`src/rtl/mult_unit.sv`:
```
// rtl/mult_unit.sv - iterative 32x32 shift-add multiplier for mult/multu writing HI/LO
module mult_unit #(
  parameter int WIDTH = 32
) (
  input  logic             clk,
  input  logic             rst_n,
  input  logic             start,
  input  logic             is_signed,
  input  logic [WIDTH-1:0] a,
  input  logic [WIDTH-1:0] b,
  output logic             busy,
  output logic             done,
  output logic [WIDTH-1:0] hi,
  output logic [WIDTH-1:0] lo
);

  localparam int CNT_W = $clog2(WIDTH + 1);

  typedef enum logic [1:0] {
    S_IDLE,
    S_CALC,
    S_FIX
  } state_t;

  state_t             state;
  logic [2*WIDTH-1:0] acc;
  logic [WIDTH-1:0]   mcand;
  logic [WIDTH-1:0]   mplier;
  logic [CNT_W-1:0]   cnt;
  logic               neg;

  logic [WIDTH-1:0]   a_mag;
  logic [WIDTH-1:0]   b_mag;
  logic [WIDTH:0]     add_sum;
  logic [2*WIDTH-1:0] acc_step;
  logic [2*WIDTH-1:0] result;

  // Magnitude of the most negative value is 2^(W-1), which still fits unsigned.
  always_comb begin
    a_mag = a;
    b_mag = b;
    if (is_signed && a[WIDTH-1]) a_mag = ~a + 1'b1;
    if (is_signed && b[WIDTH-1]) b_mag = ~b + 1'b1;
  end

  // One shift-add step: the carry out of the upper-half add becomes the new MSB.
  always_comb begin
    add_sum = {1'b0, acc[2*WIDTH-1:WIDTH]};
    if (mplier[0]) add_sum = {1'b0, acc[2*WIDTH-1:WIDTH]} + {1'b0, mcand};
    acc_step = {add_sum, acc[WIDTH-1:1]};
  end

  always_comb begin
    result = acc;
    if (neg) result = ~acc + {{(2*WIDTH-1){1'b0}}, 1'b1};
  end

  always_ff @(posedge clk or negedge rst_n) begin
    if (!rst_n) begin
      state  <= S_IDLE;
      acc    <= '0;
      mcand  <= '0;
      mplier <= '0;
      cnt    <= '0;
      neg    <= 1'b0;
      busy   <= 1'b0;
      done   <= 1'b0;
      hi     <= '0;
      lo     <= '0;
    end else begin
      done <= 1'b0;
      case (state)
        S_IDLE: begin
          if (start) begin
            mcand  <= a_mag;
            mplier <= b_mag;
            neg    <= is_signed & (a[WIDTH-1] ^ b[WIDTH-1]);
            acc    <= '0;
            cnt    <= '0;
            busy   <= 1'b1;
            state  <= S_CALC;
          end
        end
        S_CALC: begin
          acc    <= acc_step;
          mplier <= mplier >> 1;
          cnt    <= cnt + 1'b1;
          if (cnt == CNT_W'(WIDTH - 1)) state <= S_FIX;
        end
        S_FIX: begin
          hi    <= result[2*WIDTH-1:WIDTH];
          lo    <= result[WIDTH-1:0];
          done  <= 1'b1;
          busy  <= 1'b0;
          state <= S_IDLE;
        end
        default: begin
          state <= S_IDLE;
          busy  <= 1'b0;
        end
      endcase
    end
  end

endmodule

```
`config.mk`:
```
export PLATFORM = sky130hd
export DESIGN_NAME = mult_unit
export DESIGN_NICKNAME = d
export VERILOG_FILES = /design/src/rtl/mult_unit.sv
export SDC_FILE = /design/constraint.sdc
export NUM_CORES = 1
export LEC_CHECK = 0
export CAP_MARGIN = 10
export CORE_AREA = 2 2 141 170
export DETAILED_ROUTE_END_ITERATION = 7
export DIE_AREA = 0 0 143 172
export PLACE_DENSITY = 0.77
export SLEW_MARGIN = 5
export SYNTH_ARGS = -nofsm -noshare
export SYNTH_HDL_FRONTEND = slang
export SYNTH_SLANG_ARGS = --single-unit
```
`constraint.sdc`:
```
create_clock -name clk -period 3.1 [get_ports clk]
set_input_delay 0.93 -clock clk [delete_from_list [all_inputs] [get_ports clk]]
set_output_delay 0.93 -clock clk [all_outputs]
set_load 0.03 [all_outputs]
```
Yosys cells after proc, flatten, opt, wreduce, memory -nomap -nowiden
Index checks and enable logic that the tools add are counted.
{"block": "classes", "add_sub_neg": 5, "n_eq_ne": 5, "muxes": 16, "bitwise_logic": 6, "reduce_logical": 8}
{"operator": "$mux W64", "n": 2}
{"operator": "$pmux W64 S2", "n": 1}
{"operator": "$mux W32", "n": 3}
{"operator": "$add A32 B1 Y32 const B", "n": 2}
{"operator": "$add A64 B1 Y64 const B", "n": 1}
{"operator": "$not A32 Y32", "n": 2}
{"operator": "$not A64 Y64", "n": 1}
{"operator": "$pmux W32 S2", "n": 1}
{"operator": "$add A32 B32 Y33", "n": 1}
{"operator": "$mux W33", "n": 1}
{"operator": "$pmux W6 S2", "n": 1}
{"operator": "$reduce_and A2 Y1", "n": 4}
{"operator": "$add A6 B1 Y6 const B", "n": 1}
{"operator": "$eq A6 B5 Y1 const B", "n": 1}
{"operator": "$mux W6", "n": 1}
{"operator": "$mux W2", "n": 2}
{"operator": "$ne A2 B2 Y1 const B", "n": 2}
{"operator": "$pmux W2 S2", "n": 1}
{"operator": "$eq A2 B1 Y1 const B", "n": 1}
{"operator": "$eq A2 B2 Y1 const B", "n": 1}
{"operator": "$logic_and A1 B1 Y1", "n": 2}
{"operator": "$logic_not A2 Y1", "n": 1}
{"operator": "$mux W1", "n": 2}
{"operator": "$pmux W1 S2", "n": 1}
{"operator": "4 further kinds", "n": 4}
{"block": "totals", "reg_bits": 203, "input_bits": 68, "output_inout_bits": 66, "word_cells": 50}

Logic depth before layout (Yosys ltp)
Gate-level depths: netlist (run 1).
{"block": "logic_depth", "ltp_word": 5, "ltp_mapped": 10, "mapped_depth_nobuf": 10}

Least setup slack after synthesis (run 1)
No wires, ideal clock.
{"block": "synth_timing", "path_kind": "input to register", "start": "input port b[14]", "end": "register mplier[24]", "setup_time_ns": 0.133, "arrival_time_ns": 2.894, "required_ns": 2.967, "path_slack_ns": 0.072, "stages": 7, "n_path_buf": 0, "path_cell_list": "or4_1 or3_1 or3_1 or3_1 o21ai_0 xor2_1 o21ai_0"}
{"block": "synth_between", "elab_chain_len": 5}
{"item": "start, declared", "line": "10", "rtl": "input logic [WIDTH-1:0] b,"}
{"item": "$not A32 Y32", "line": "43", "rtl": "if (is_signed && b[WIDTH-1]) b_mag = ~b + 1'b1;"}
{"item": "$add A32 B1 Y32", "line": "43"}
{"item": "$mux W32", "line": "43"}
{"item": "$mux W32", "line": "74", "rtl": "if (start) begin"}
{"item": "$pmux W32 S2", "line": "72", "rtl": "case (state)"}
{"item": "end signal, assigned", "line": "76", "rtl": "mplier <= b_mag;"}
{"item": "end signal, assigned", "line": "86", "rtl": "mplier <= mplier >> 1;"}
{"item": "end, declared", "line": "28", "rtl": "logic [WIDTH-1:0] mplier;"}
No other way between the ends. The select of a mux whose other input is x is not followed.
A chain may end at the register's enable or synchronous reset.

Worst setup path in the final report (run 1)
{"block": "layout_timing", "start": "input port b[13]", "end": "register mplier[30]"}
Same word-level chain as after synthesis.

==> impl_results.md, run 1 <==
* Status: finished clean
* All-Layer GR Usage at approximately a quarter
* Proportion of netlist area held by the largest area contributor at 40.93%
* Multi-input gate area at 0.006947 mm2
* Post-Syn Instances at 1463
* Clock tree root driver cell: clkbuf_16
* Number of buffers inserted to repair setup after CTS at 0
* Fraction of layout instances using a drive strength above 1 at 8.974%
* Growth of design area from synthesis to finish at 22.88%
* Average wire per standard cell at 15.67 um
* Post-Layout Inst Area at around 0.015 mm2
* Via count of the first global-routing pass at approximately 11000
* Syn Std Cell Area at 0.01241 mm2
* Number of vias in the routed layout at 11130
* Row cnt at slightly above 60
* Cells taking the most area after synthesis: dfrtp_1 (41%), o21ai_0 (9.6%), nand2_1 (7.3%)
* Transition at the pin with the smallest max-transition slack at 1.149 ns
* Clock transition at the registers of the reported paths at 0.06 ns
* Clock buffers created by TritonCTS at 21
* Final worst hold slack at 0.4520 ns
* Antenna violations before repair at 0
* Final count of hold timing violations at 0
* Post-detailed-route count of antenna-violating nets at 0
* Total number of H-tree levels at 1
* Number of detailed-route iterations in the first pass at 5
* Max-slew violation count at 0
* Cts-stage hold buffer count at 0
* Post-synthesis net count at 1568
* Io pins at approximately 130
* Residual overflow from global routing at 0
* Total wire length at about 30000 um
* Count of input and output buffers at 133
* Largest net degree at the start of global routing at 130
* Maximum number of buffers from clock root to sink at 3
* Data required time of the worst path at between 3 and 4 ns
* Number of enable flip-flop cells after synthesis at 0
* IR Drop Worst-Case VDD at 0.4598 mV
* Diode count at 0
* Mean instance size in the synthesized netlist at 8.483 um2
* Achievable frequency at about 0.33 GHz
* Cell area after placement at around 0.015 mm2
* DR DRC count at 0
* Endpoint kind of the worst setup timing path: register
* Placer Congestion at 0.9212
* Setup violations, final at 0
* Final period demand of the worst path at 3.005 ns
* Flip-flop and latch count after synthesis at 203
* # Max-Cap Violations at 0
* Wire length of the first global-routing pass at 50920 um
* Average via count per standard cell at 5.732
* Estimated wirelength of the detail-placed design at 22630 um
* Hold WC Path Type: in2async
* # nets final at 1718
* Leading register cell type out of synthesis: dfrtp_1
* Distinct cells, synth at 59
* Cell accounting for the most synthesized area: dfrtp_1
* Proportion of synthesized flip-flops having asynchronous set or reset at 100.0%
* CTS tree: built
* DIE WIDTH at 143 um
* Die outline area at 0.02460 mm2
* Num Clock Sinks at 203
* Clock network latency to the later pin of the worst-skew pair at about 0.5 ns
* Height of the die at 172 um
* Max-slew headroom at the worst pin at 23.24%
* Core outline area at 0.02297 mm2
* Yosys warnings at 0
* Setup CP Type: in2reg
* Leak at around 6.5 nW
* Power density over the cells at 791.8 mW/mm2
* Post-route clock skew at 0.01046 ns
* Starting Density at 54.02%
* Final Cycle Share at 96.94%
* Sequential element share of the synthesized area at about two fifths
* Reg area at 0.005081 mm2
* Maximum fanout encountered on the critical timing path at 3
* Category of the worst setup path launch point: primary input
* Arrival time at the worst endpoint at 3.43 ns
* Filler Cell Count at 1925
* Starting DRT DRC Count at 587
* Design Power at 12.07 mW
final timing paths:
check,slack [ns],to,start,depth (start not counted)
max in group asynchronous,1.91,mplier[16],rst_n,2
min reg2reg,0.48,lo[28],lo[28],2
max reg2reg,0.11,hi[22],acc[28],6
min in group clk,0.48,lo[28],lo[28],2
min,0.45,acc[18],rst_n,1
max,0.09,mplier[30],b[13],10
per-stage QoR:
| stage | setup slack, ns | utilization [%] | TNS (ns) | cells |
|---|---|---|---|---|
| CTS | 0.04138 | 66.25 | 0 | 1942 |
| floorplan | 0.07244 | - | 0 | 1463 |
| finish | 0.09478 | 66.38 | 0 | 1942 |
| global route | -0.01904 | 66.38 | -0.02951 | 1942 |
| global placement | -0.4156 | 63.23 | -4.902 | 1905 |
| detailed placement | -0.4649 | 63.23 | -6.254 | 1905 |
per-layer routing:
layer	global-route usage, %	share of wire [%]
met2	43.87	49
met5	0	0
met3	2.686	4.4
met1	32.87	44
met4	7.490	2.4
layout by cell type, fill, tap and decap left out, types with 7 or more instances in the layout:
cell type	instances
nand2_1	239
o21ai_0	233
dfrtp_1	202
clkdlybuf4s50_1	132
xor2_1	94
buf_4	86
nor2_1	84
a21oi_1	65
xnor2_1	47
ha_1	36
a22oi_1	35
o31ai_1	31
nor3_1	23
clkbuf_16	21
inv_1	19
nand3_1	19
or3_1	18
mux2i_1	18
a21o_1	17
or4_1	17
nor4_1	16
nand4_1	14
a31oi_1	14
and3_1	12
o41ai_1	10
a211oi_1	9
o21a_1	7
and2_1	7
nand2b_1	7
area by class of cell:
| type | instances | share of cell area [%] |
|---|---|---|
| clock inverter | 5 | 0.5169 |
| multi-input combinational | 1145 | 45.55 |
| sequential | 203 | 33.32 |
| inverter | 19 | 0.4677 |
| clock buffer | 32 | 4.045 |
| timing repair buffer | 223 | 13.51 |
| tap | 315 | 2.585 |
synthesized netlist by cell type, drive strengths merged (3+ instances only):
cell type and instances:
nand2b 9, a21o 17, xor2 94, o41ai 11
or3 20, inv 19, a221oi 5, or4 21
o31ai 32, a21boi 3, mux2i 18, a31oi 14
a22oi 35, nor3 23, o21a 7, o31a 3
nor2b 4, o21bai 6, nor4 19, nand2 240
nand3 19, and2 7, nand4 15, buf 8
a211oi 9, a21oi 65, ha 36, and3 12
o21ai 239, dfrtp 203, clkbuf 88, xnor2 47
a32o 5, nor2 86, nor3b 5
worst max-delay path: stages:
cell             delay [ns]
clkdlybuf4s50_1        0.42
or4_4                  0.56
or3_4                  0.34
or3_4                  0.38
buf_4                  0.15
nor4_2                 0.12
buf_4                  0.16
a21oi_1                0.07
xnor2_1                0.14
o21ai_1                0.15
state kept, by name, summed over array words and instances (netlist names):
name	cells
acc	64
hi	32
lo	32
mcand	32
mplier	32
cnt	6
state	2
busy	1
done	1
neg	1
where the power goes:
group | total [mW] | internal, mW | switching [mW]
registers | 4.27 | 3.36 | 0.910
clock network | 2.56 | 1.54 | 1.02
logic | 5.24 | 2.27 | 2.97
timing repair:
item	in CTS	in global routing
resized for setup	1	9
endpoints found under the setup margin	1	7
pin swaps	0	2
cloned	0	0
logic make-up after synthesis:
group	count (synthesis)	share of synthesized area [%]
AOI/OAI and AO/OA	464	22.30
buffers and inverters	115	3.549
adders and majority gates	37	3.791
DFF	203	40.93
and+or+nand+nor	485	18.03
muxes	18	1.452
xor gates and xnor gates	141	9.951
Note: power is estimated with default switching activity, not from simulation.
==> inputs of run 2 (changes only) <==
- RECOVER_POWER: unset -> 25
==> run 2 against run 1 <==
Net effect:
- the flow now finishes with violations (capacitance limit, slew limit)
- final area hardly changed
- worst hold slack improved by 0.024 ns
- global-route usage did not move
- first-iteration DRC count unchanged
- critical path depth unchanged
- maximum frequency is essentially flat
- register-to-register slack about the same
- core utilization about the same
- highest routed layer unchanged
- clock skew fell by 0.00073 ns
- clock power about the same
- sequential cell count did not move
- count of clock-buffer cells in the layout stayed put
==> impl_results.md, run 2 (synthesis gave the netlist of run 1 again) <==
* Status: complete, but fails checks
* Violated checks: capacitance limit, slew limit
* Most frequent standard cell in the layout excluding fill and tap cells: nand2_1
* Most flops, register: acc
* Fraction of layout instances using a drive strength above 1 at 8.974% (unchanged)
* Total number of H-tree levels at 1 (unchanged)
* Data required time of the worst path at 3.52 ns (about the same)
* Final sum of negative setup slack at 0 ns (unchanged)
* Fin util at 66.34% (about the same)
* Final period demand of the worst path at 3.005 ns (+0.00001220 ns)
* Count of input and output buffers at 133 (unchanged)
* Post-detailed-route count of antenna-violating nets at 0 (unchanged)
* Final count of hold timing violations at 0 (unchanged)
* Leading cell types in the layout, fill and taps excluded: nand2_1 (239), o21ai_0 (233), dfrtp_1 (202)
* IR Drop Worst-Case VDD at 0.4598 mV (about the same)
* Placer Congestion at 0.9212 (unchanged)
* Io pins at 134 (unchanged)
* Critical Path Slowest Stage Cell: or4_4
* Starting DRT DRC Count at 587 (unchanged)
* Leak at 6.516 nW (about the same)
* Max-slew headroom at the worst pin at -26.11% (-49 points)
* Core outline area at 0.02297 mm2 (unchanged)
* Category of the worst setup path launch point: primary input
* Maximum number of buffers from clock root to sink at 3 (unchanged)
* Maximum fanout encountered on the critical timing path at 3 (unchanged)
* Starting Density at 54.02% (unchanged)
* Average via count per standard cell at 5.729 (about the same)
* Final worst hold slack at 0.4756 ns (+0.02358 ns)
* Achievable frequency at 0.3328 GHz (about the same)
* Post-route clock skew at 0.009734 ns (-0.0007259 ns)
* Antenna violations before repair at 0 (unchanged)
* Crit path largest cell delay at 0.56 ns (about the same)
* Number of detailed-route iterations in the first pass at 5 (unchanged)
* Clock network latency to the later pin of the worst-skew pair at 0.51 ns (about the same)
* Number of vias in the routed layout at 11130 (-0.054%)
* Setup violations, final at 0 (unchanged)
* Num Clock Sinks at 203 (unchanged)
* DIE WIDTH at 143 um (unchanged)
* Transition at the pin with the smallest max-transition slack at 1.892 ns (+0.7430 ns)
* Clock tree root driver cell: clkbuf_16
* Die outline area at 0.02460 mm2 (unchanged)
* Estimated wirelength of the detail-placed design at 22630 um (unchanged)
* Wire length of the first global-routing pass at 50920 um (unchanged)
* DR DRC count at 0 (unchanged)
* Diode count at 0 (unchanged)
* Chain of cells forming the critical path: clkdlybuf4s50_1 -> or4_4 -> or3_4 -> or3_4 -> buf_4 -> nor4_2 -> buf_4 -> a21oi_1 -> xnor2_1 -> o21ai_1
* Kind of cell adding the most delay to the critical path: simple AND/OR/NAND/NOR gates
* Flip-flop count of the largest register, all copies and words added at 64 (unchanged)
* Largest net degree at the start of global routing at 130 (unchanged)
* All-Layer GR Usage at 25.08% (unchanged)
* Number of buffers inserted to repair setup after CTS at 0 (unchanged)
* # nets final at 1718 (unchanged)
* Height of the die at 172 um (unchanged)
* Via count of the first global-routing pass at 10620 (unchanged)
* Setup CP Type: in2reg
* Power density over the cells at 792.2 mW/mm2 (about the same)
* Clock buffers created by TritonCTS at 21 (unchanged)
* Total wire length at 30450 um (about the same)
* Clock transition at the registers of the reported paths at 0.06 ns (about the same)
* Cts-stage hold buffer count at 0 (unchanged)
* Arrival time at the worst endpoint at 3.43 ns (about the same)
* Filler Cell Count at 1925 (unchanged)
* Design Power at 12.07 mW (about the same)
* Sum of buffers and inverters on the critical path at 3 (unchanged)
* Max-slew violation count at 71 (+71)
* Average wire per standard cell at 15.68 um (about the same)
* Hold WC Path Type: reg2reg
* # Max-Cap Violations at 1 (+1)
* Endpoint kind of the worst setup timing path: register
* Final Cycle Share at 96.94% (about the same)
* Growth of design area from synthesis to finish at 22.80% (about the same)
* Residual overflow from global routing at 0 (unchanged)
* CTS tree: built
* Row cnt at 61 (unchanged)
[run 2: cell counts in the layout (fill, tap and decap cells not counted)]
Identical to the previous run, type by type.
[run 2: stage by stage]
step	setup slack, ns	std cells	area, um2
2_1_floorplan	0.07244	1463	12410
3_5_place_dp	-0.4649	1905	14530
5_1_grt	-0.01904	1942	15240
4_1_cts	0.04138	1942	15220
6_report	0.09477	1942	15240
3_3_place_gp	-0.4156	1905	14530
[run 2: area by class of cell]
class / instances / area, um2 / area share (%)
clock inverter: 5 / 78.83 / 0.5172
tap: 315 / 394.1 / 2.586
sequential: 203 / 5081 / 33.34
timing repair buffer: 223 / 2052 / 13.46
inverter: 19 / 71.32 / 0.4679
multi-input combinational: 1145 / 6947 / 45.58
clock buffer: 32 / 616.8 / 4.047
[run 2: repair_timing]
item | 4_1_cts | 5_1_grt
resized for setup | 1 | 9
cloned | 0 | 0
endpoints found under the hold margin | 0 | 0
pin swaps | 0 | 2
setup endpoints to repair | 1 | 7
[run 2: worst min-delay path, stage by stage (launching register included)]
cell	delay, ns
dfrtp_1	0.34
nand2_1	0.04
o21ai_0	0.06
[run 2: routing by layer]
layer | part of all wire [%] | track usage [%] | routed length [um]
met1 | 44 | 32.87 | 13520
met2 | 49 | 43.87 | 14900
met3 | 4.3 | 2.686 | 1307
met4 | 2.4 | 7.490 | 721
met5 | 0 | 0 | 0
[run 2: power by group]
part	switching [mW]	internal [mW]	total, mW
sequential	0.912	3.36	4.28
combinational	2.97	2.27	5.24
clock	1.02	1.54	2.56
total	4.91	7.17	12.1
[run 2: path summary, 6_finish.rpt]
kind | startpoint | to | slack (ns) | cells past startpoint
hold reg to reg | lo[28] | lo[28] | 0.48 | 2
hold / removal | lo[28] | lo[28] | 0.48 | 2
setup reg to reg | acc[28] | hi[22] | 0.12 | 6
max in group asynchronous | rst_n | mplier[16] | 0.96 | 2
setup / recovery | b[13] | mplier[30] | 0.09 | 10
min in group asynchronous | rst_n | lo[19] | 0.95 | 1
==> inputs of run 3 (changes only) <==
- ABC_CLOCK_PERIOD_IN_PS: unset -> 3100
==> results of run 3 <==
The final DEF is identical to that of run 2; final timing and power are the same.
==> variant 1 (settings of run 3) <==
Add an input register stage for `start`, `is_signed`, `a` and `b`, without a reset; this delays them by one clock.
--- a/src/rtl/mult_unit.sv
+++ b/src/rtl/mult_unit.sv
@@ -24,2 +24,14 @@
 
+  logic start_q;
+  logic is_signed_q;
+  logic [WIDTH-1:0] a_q;
+  logic [WIDTH-1:0] b_q;
+
+  always_ff @(posedge clk) begin
+    start_q     <= start;
+    is_signed_q <= is_signed;
+    a_q         <= a;
+    b_q         <= b;
+  end
+
   state_t             state;
@@ -39,6 +51,6 @@
   always_comb begin
-    a_mag = a;
-    b_mag = b;
-    if (is_signed && a[WIDTH-1]) a_mag = ~a + 1'b1;
-    if (is_signed && b[WIDTH-1]) b_mag = ~b + 1'b1;
+    a_mag = a_q;
+    b_mag = b_q;
+    if (is_signed_q && a_q[WIDTH-1]) a_mag = ~a_q + 1'b1;
+    if (is_signed_q && b_q[WIDTH-1]) b_mag = ~b_q + 1'b1;
   end
@@ -73,6 +85,6 @@
         S_IDLE: begin
-          if (start) begin
+          if (start_q) begin
             mcand  <= a_mag;
             mplier <= b_mag;
-            neg    <= is_signed & (a[WIDTH-1] ^ b[WIDTH-1]);
+            neg    <= is_signed_q & (a_q[WIDTH-1] ^ b_q[WIDTH-1]);
             acc    <= '0;
Formal check against the unedited RTL: not equivalent (Yosys sat finds a counterexample within 4 cycles, from zero or initial values and one cycle with rst_n low).
==> variant 1 against run 3 <==
The run still ends with capacitance limit, slew limit left. Routed wire length fell by 2.2%. Clock skew rose by 0.0044 ns. Area after synthesis rose by 6.5%. Worst setup slack improved by 0.074 ns. First-iteration DRC count rose by 14%. Total power rose by 27%. Sequential cell count rose by 66. Final area rose by 5.7%. Die area did not move. Largest power group unchanged. Highest routed layer unchanged.
==> variant 1: results (changes against run 3) <==
metric,value,unit,change
min_from,lo[17],,
drt-initial-drc-count,668,,+14%
critPathMaxStageDelay,0.59,ns,+0.03 ns
p_leak,0.00686,uW,+5.3%
synth_area_leaders,"dfrtp_1, dfxtp_1, o21ai_0",,
r2r_cells,8,,+2
syn_avg_cell_area,9.51,um2,+12%
fill_cells,1792,,-6.9%
grt_start_max_net_pins,71,,-45%
ys_top_cells_by_count,"dfrtp_1, o21ai_0, nand2_1",,
clock_latency,0.55,ns,+0.04 ns
async_flop_share,75.5,%,-25 points
violations,"capacitance limit, slew limit",,
r2r_slack,0.17,ns,+0.05 ns
r2r-start,acc[11],,
grt_pass1_vias,10200,,-3.7%
worstMarginPinSlew,1.71,ns,-0.183 ns
ys_types,63,,+6.8%
hold-worst-slack,0.475,ns,-0.000735 ns
dp_hpwl,21500,um,-5.0%
layout-drive-gt1-share,7.19,%,-1.8 points
syn-num-nets,1494,,-4.7%
numCtsBuffers,27,,+29%
finClkSkew,0.0141,ns,+0.00438 ns
ys_seq_area_share,48.4,%,+7.5 points
drv_cap,1,,unchanged
place_area,0.0151,mm2,+4.0%
vdd_drop_max,0.563,mV,+22%
wirelength,29800,um,-2.2%
cp.arrival,3.34,ns,-0.09 ns
status,finished with violations,,
place_inst,1809,,-5.0%
grt.total_usage,24.6,%,-0.48 points
nets,1628,,-5.2%
path_max_fanout,6,,+3
slew_viol_final,65,,-8.5%
[variant 1: cell count changes in the layout (fill, tap and decap cells not counted), moves of 11 or more]
cell	run 3	this run
clkdlybuf4s50_1	132	66
a22o_1	1	31
nand2_1	239	182
nor2_1	84	56
buf_4	86	39
or4_1	17	6
o22ai_1	2	26
dlygate4sd3_1	0	66
o21ai_0	233	185
dfxtp_1	0	66
[variant 1: final cells by class]
class	count	area share (%)
Multi-Input combinational cell	1025	40.4
Sequential cell	269	39.7
Timing Repair Buffer	178	10.7
Clock buffer	43	5.46
Tap cell	315	2.45
Clock inverter	7	0.777
Inverter	22	0.513
[variant 1: layer usage]
layer / routed length, um / GRT usage, % / part of all wire, % / vias to the layer above
li1: - / - / - / 5284
met1: 13600 / 34.1 / 46 / 5016
met2: 14300 / 41.5 / 48 / 290
met3: 1320 / 2.60 / 4.4 / 43
met4: 528 / 6.33 / 1.8 / 0
met5: 0 / 0 / 0 / -
[variant 1: cell families after synthesis]
| kind of cell | share of synthesized area [%] |
|---|---|
| fa+ha+maj | 3.56 |
| xor+xnor | 9.88 |
| simple gates | 12.9 |
| mux | 0.606 |
| flops | 48.4 |
| buf+inv | 2.76 |
| compound gates | 21.8 |
[variant 1: stage by stage]
step | setup slack (ns) | utilization, %
after floorplan | 0.323 | -
after global placement | 0.181 | 65.8
after detailed placement | 0.110 | 65.8
after CTS | 0.0988 | 70.1
after global routing | 0.00768 | 70.1
final | 0.169 | 70.1
[variant 1: repair_timing]
| item | 4_1_cts | 5_1_grt |
|---|---|---|
| hold buffers | 0 | 0 |
| resized for setup | 0 | 4 |
| setup endpoints to repair | 0 | 12 |
[variant 1: worst max-delay path by stage]
stage                     startpoint     end  cells after the start  slack [ns]
after floorplan              acc[11]  hi[20]                      9        0.32
final                        acc[11]  hi[22]                      8        0.17
after global placement       acc[26]  hi[20]                      8        0.18
after detailed placement     acc[10]  hi[22]                      8        0.11
after global routing         acc[26]  hi[19]                      9       0.008
after CTS                    acc[10]  hi[22]                      8         0.1
[variant 1: where the power goes]
part	total (uW)	internal, uW	switching [uW]
clock network	3550	2200	1350
registers	5510	4440	1060
logic	6290	2760	3530
total	15300	9410	5940
[variant 1: worst reg2reg max path, cell delays in order (launching register included)]
cell	delay [ns]
dfrtp_1	0.42
or4_4	0.59
nor4_4	0.28
nand4_2	0.20
or4_1	0.52
or2_4	0.31
o31ai_2	0.23
xor2_1	0.18
o21ai_1	0.07
==> variant 2 (flow settings as in run 3) <==
Without the edit above. Change the parameter `WIDTH` from 32 to 16.
--- a/src/rtl/mult_unit.sv
+++ b/src/rtl/mult_unit.sv
@@ -2,3 +2,3 @@
 module mult_unit #(
-  parameter int WIDTH = 32
+  parameter int WIDTH = 16
 ) (
Interface: changed (resized a, b, hi and lo); port bits go from 134 to 70. No check against the original RTL was run, so the function may have changed too.
==> variant 2 against run 3 <==
Sequential share of layout area rose by 2.2 points. Worst setup slack improved by 0.16 ns. Sequential cell count fell by 97. Final area fell by 51%. Cell count fell by 45%. First-iteration DRC count fell by 52%. Routed wire length fell by 54%. Area after synthesis fell by 51%. Register-to-register slack improved by 0.13 ns. Total power fell by 40%.
==> variant 2: results (changes against run 3) <==
metric,value,unit,change
power.switching,3180,uW,-35%
cts_max_path_buffers,2,,-1
whs_path_depth,2,,unchanged
largest_register_ff_count,32,,-50%
grt_pass1_wl,23600,um,-54%
avgRoutedWirePerCell,13.3,um,-15%
p_leak,0.00321,uW,-51%
r2r-start,acc[23],,
path_clk_slew,0.08,ns,+0.02 ns
grt_start_max_net_pins,77,,-41%
r2r_slack,0.25,ns,+0.13 ns
io_buffers,69,,-48%
ys_top_cells_by_count,"dfrtp_1, nand2_1, o21ai_0",,
drt-initial-drc-count,282,,-52%
h-tree-depth,3,,+2
relSlewSlack,13.9,%,+40 points
vias_per_cell,4.72,,-18%
vdd_drop_max,0.289,mV,-37%
routabilityCongestion,0.837,,-9.1%
grt_pass1_vias,4681,,-56%
clock-root-buffer,clkbuf_16,,
antenna_found_initial,0,,unchanged
path_max_fanout,7,,+4
nets,799,,-53%
fill_cells,2369,,+23%
layout-drive-gt1-share,6.03,%,-2.9 points
cts_setup_buffers,0,,unchanged
finClkSkew,0.0104,ns,+0.000695 ns
r2r_cells,8,,+2
dp_hpwl,10200,um,-55%
syn-num-nets,737,,-53%
async_flop_share,100,%,unchanged
status,"finished, final reports clean",,
numCtsBuffers,9,,-57%
place_area,0.00720,mm2,-50%
ys_seq_area_share,43.3,%,+2.4 points
worst_hold_path.endpoint,lo[0],,
cts_resized,0,,-1
synth_area_leaders,"dfrtp_1, o21ai_0, nand2_1",,
hold-worst-slack,0.478,ns,+0.00272 ns
first_pass_iters,4,,-1
min_from,lo[0],,
grt.total_usage,11.9,%,-13 points
rr_endpoint,acc[30],,
yosysWarnings,0,,unchanged
cp.arrival,3.12,ns,-0.31 ns
clock_latency,0.35,ns,-0.16 ns
## variant 2: cell count changes after synthesis, sizes merged, moves of 15 or more
| cell | before | now |
|---|---|---|
| xnor2 | 47 | 29 |
| nor2 | 86 | 32 |
| or3 | 20 | 5 |
| a22oi | 35 | 10 |
| ha | 36 | 21 |
| or4 | 21 | 6 |
| o31ai | 32 | 15 |
| o21ai | 239 | 94 |
| a21oi | 65 | 32 |
| nand2 | 240 | 104 |
| xor2 | 94 | 35 |
| dfrtp | 203 | 106 |
| clkbuf | 88 | 30 |
## variant 2: layout make-up
| class | count | share of cell area [%] |
|---|---|---|
| Sequential cell | 106 | 35.5 |
| Timing Repair Buffer | 85 | 11.0 |
| Tap cell | 315 | 5.27 |
| Inverter | 19 | 0.954 |
| Clock buffer | 10 | 3.06 |
| Clock inverter | 6 | 0.619 |
| Multi-Input combinational cell | 520 | 43.6 |
## variant 2: cells by family (layout without fill, tap and decap cells)
group                    count (synthesis)  count (layout)  synth area share [%]
flip-flops                             106             106                  43.3
buffers and inverters                   53             120                  3.58
multiplexers                             9               9                  1.49
AND/OR/NAND/NOR                        230             230                  18.3
AO/OA/AOI/OAI                          195             195                  19.5
adder cells (fa/ha/maj)                 22              22                  4.62
XOR/XNOR                                64              64                  9.16
## variant 2: worst max path at each step
stage                        from  cells after the start    endpoint
final                     acc[23]                      8     acc[30]
after CTS                 acc[23]                      8     acc[30]
after detailed placement     b[4]                      8  mplier[13]
after floorplan           acc[22]                      8     acc[30]
after global routing      acc[23]                      8     acc[30]
after global placement       b[4]                      8  mplier[13]
## variant 2: worst max-delay path: stages, from the launching register on
cell and delay [ns]:
dfrtp_1 0.47, ha_1 0.40, a21oi_1 0.24, o21ai_0 0.15, or2_2 0.31, a221o_1 0.34
o311ai_0 0.33, mux2_2 0.39, o22ai_1 0.14
## variant 2: power by group through the flow
stage | clock network (uW) | logic [uW] | registers (uW)
5_1_grt | 1180 | 4080 | 2560
3_3_place_gp | 0 | 3520 | 2480
3_5_place_dp | 0 | 3640 | 2500
4_1_cts | 1130 | 3660 | 2470
2_1_floorplan | 0 | 2460 | 2590
6_report | 1100 | 3640 | 2470
## variant 2: through the flow
stage,worst slack [ns],utilization [%],cells
6_report,0.252,32.5,1061
2_1_floorplan,0.457,-,679
3_3_place_gp,0.00706,31.4,1044
4_1_cts,0.280,32.6,1060
5_1_grt,0.0952,32.5,1061
3_5_place_dp,-0.0293,31.4,1044
## variant 2: metal layers
metal  up-vias  global-route usage (%)  wire length (um)
li1       2548                       -                 -
met1      2357                    16.1              6780
met2        99                    19.4              6680
met3         7                    2.22               541
met4         0                    3.57               129
met5         -                       0                 0
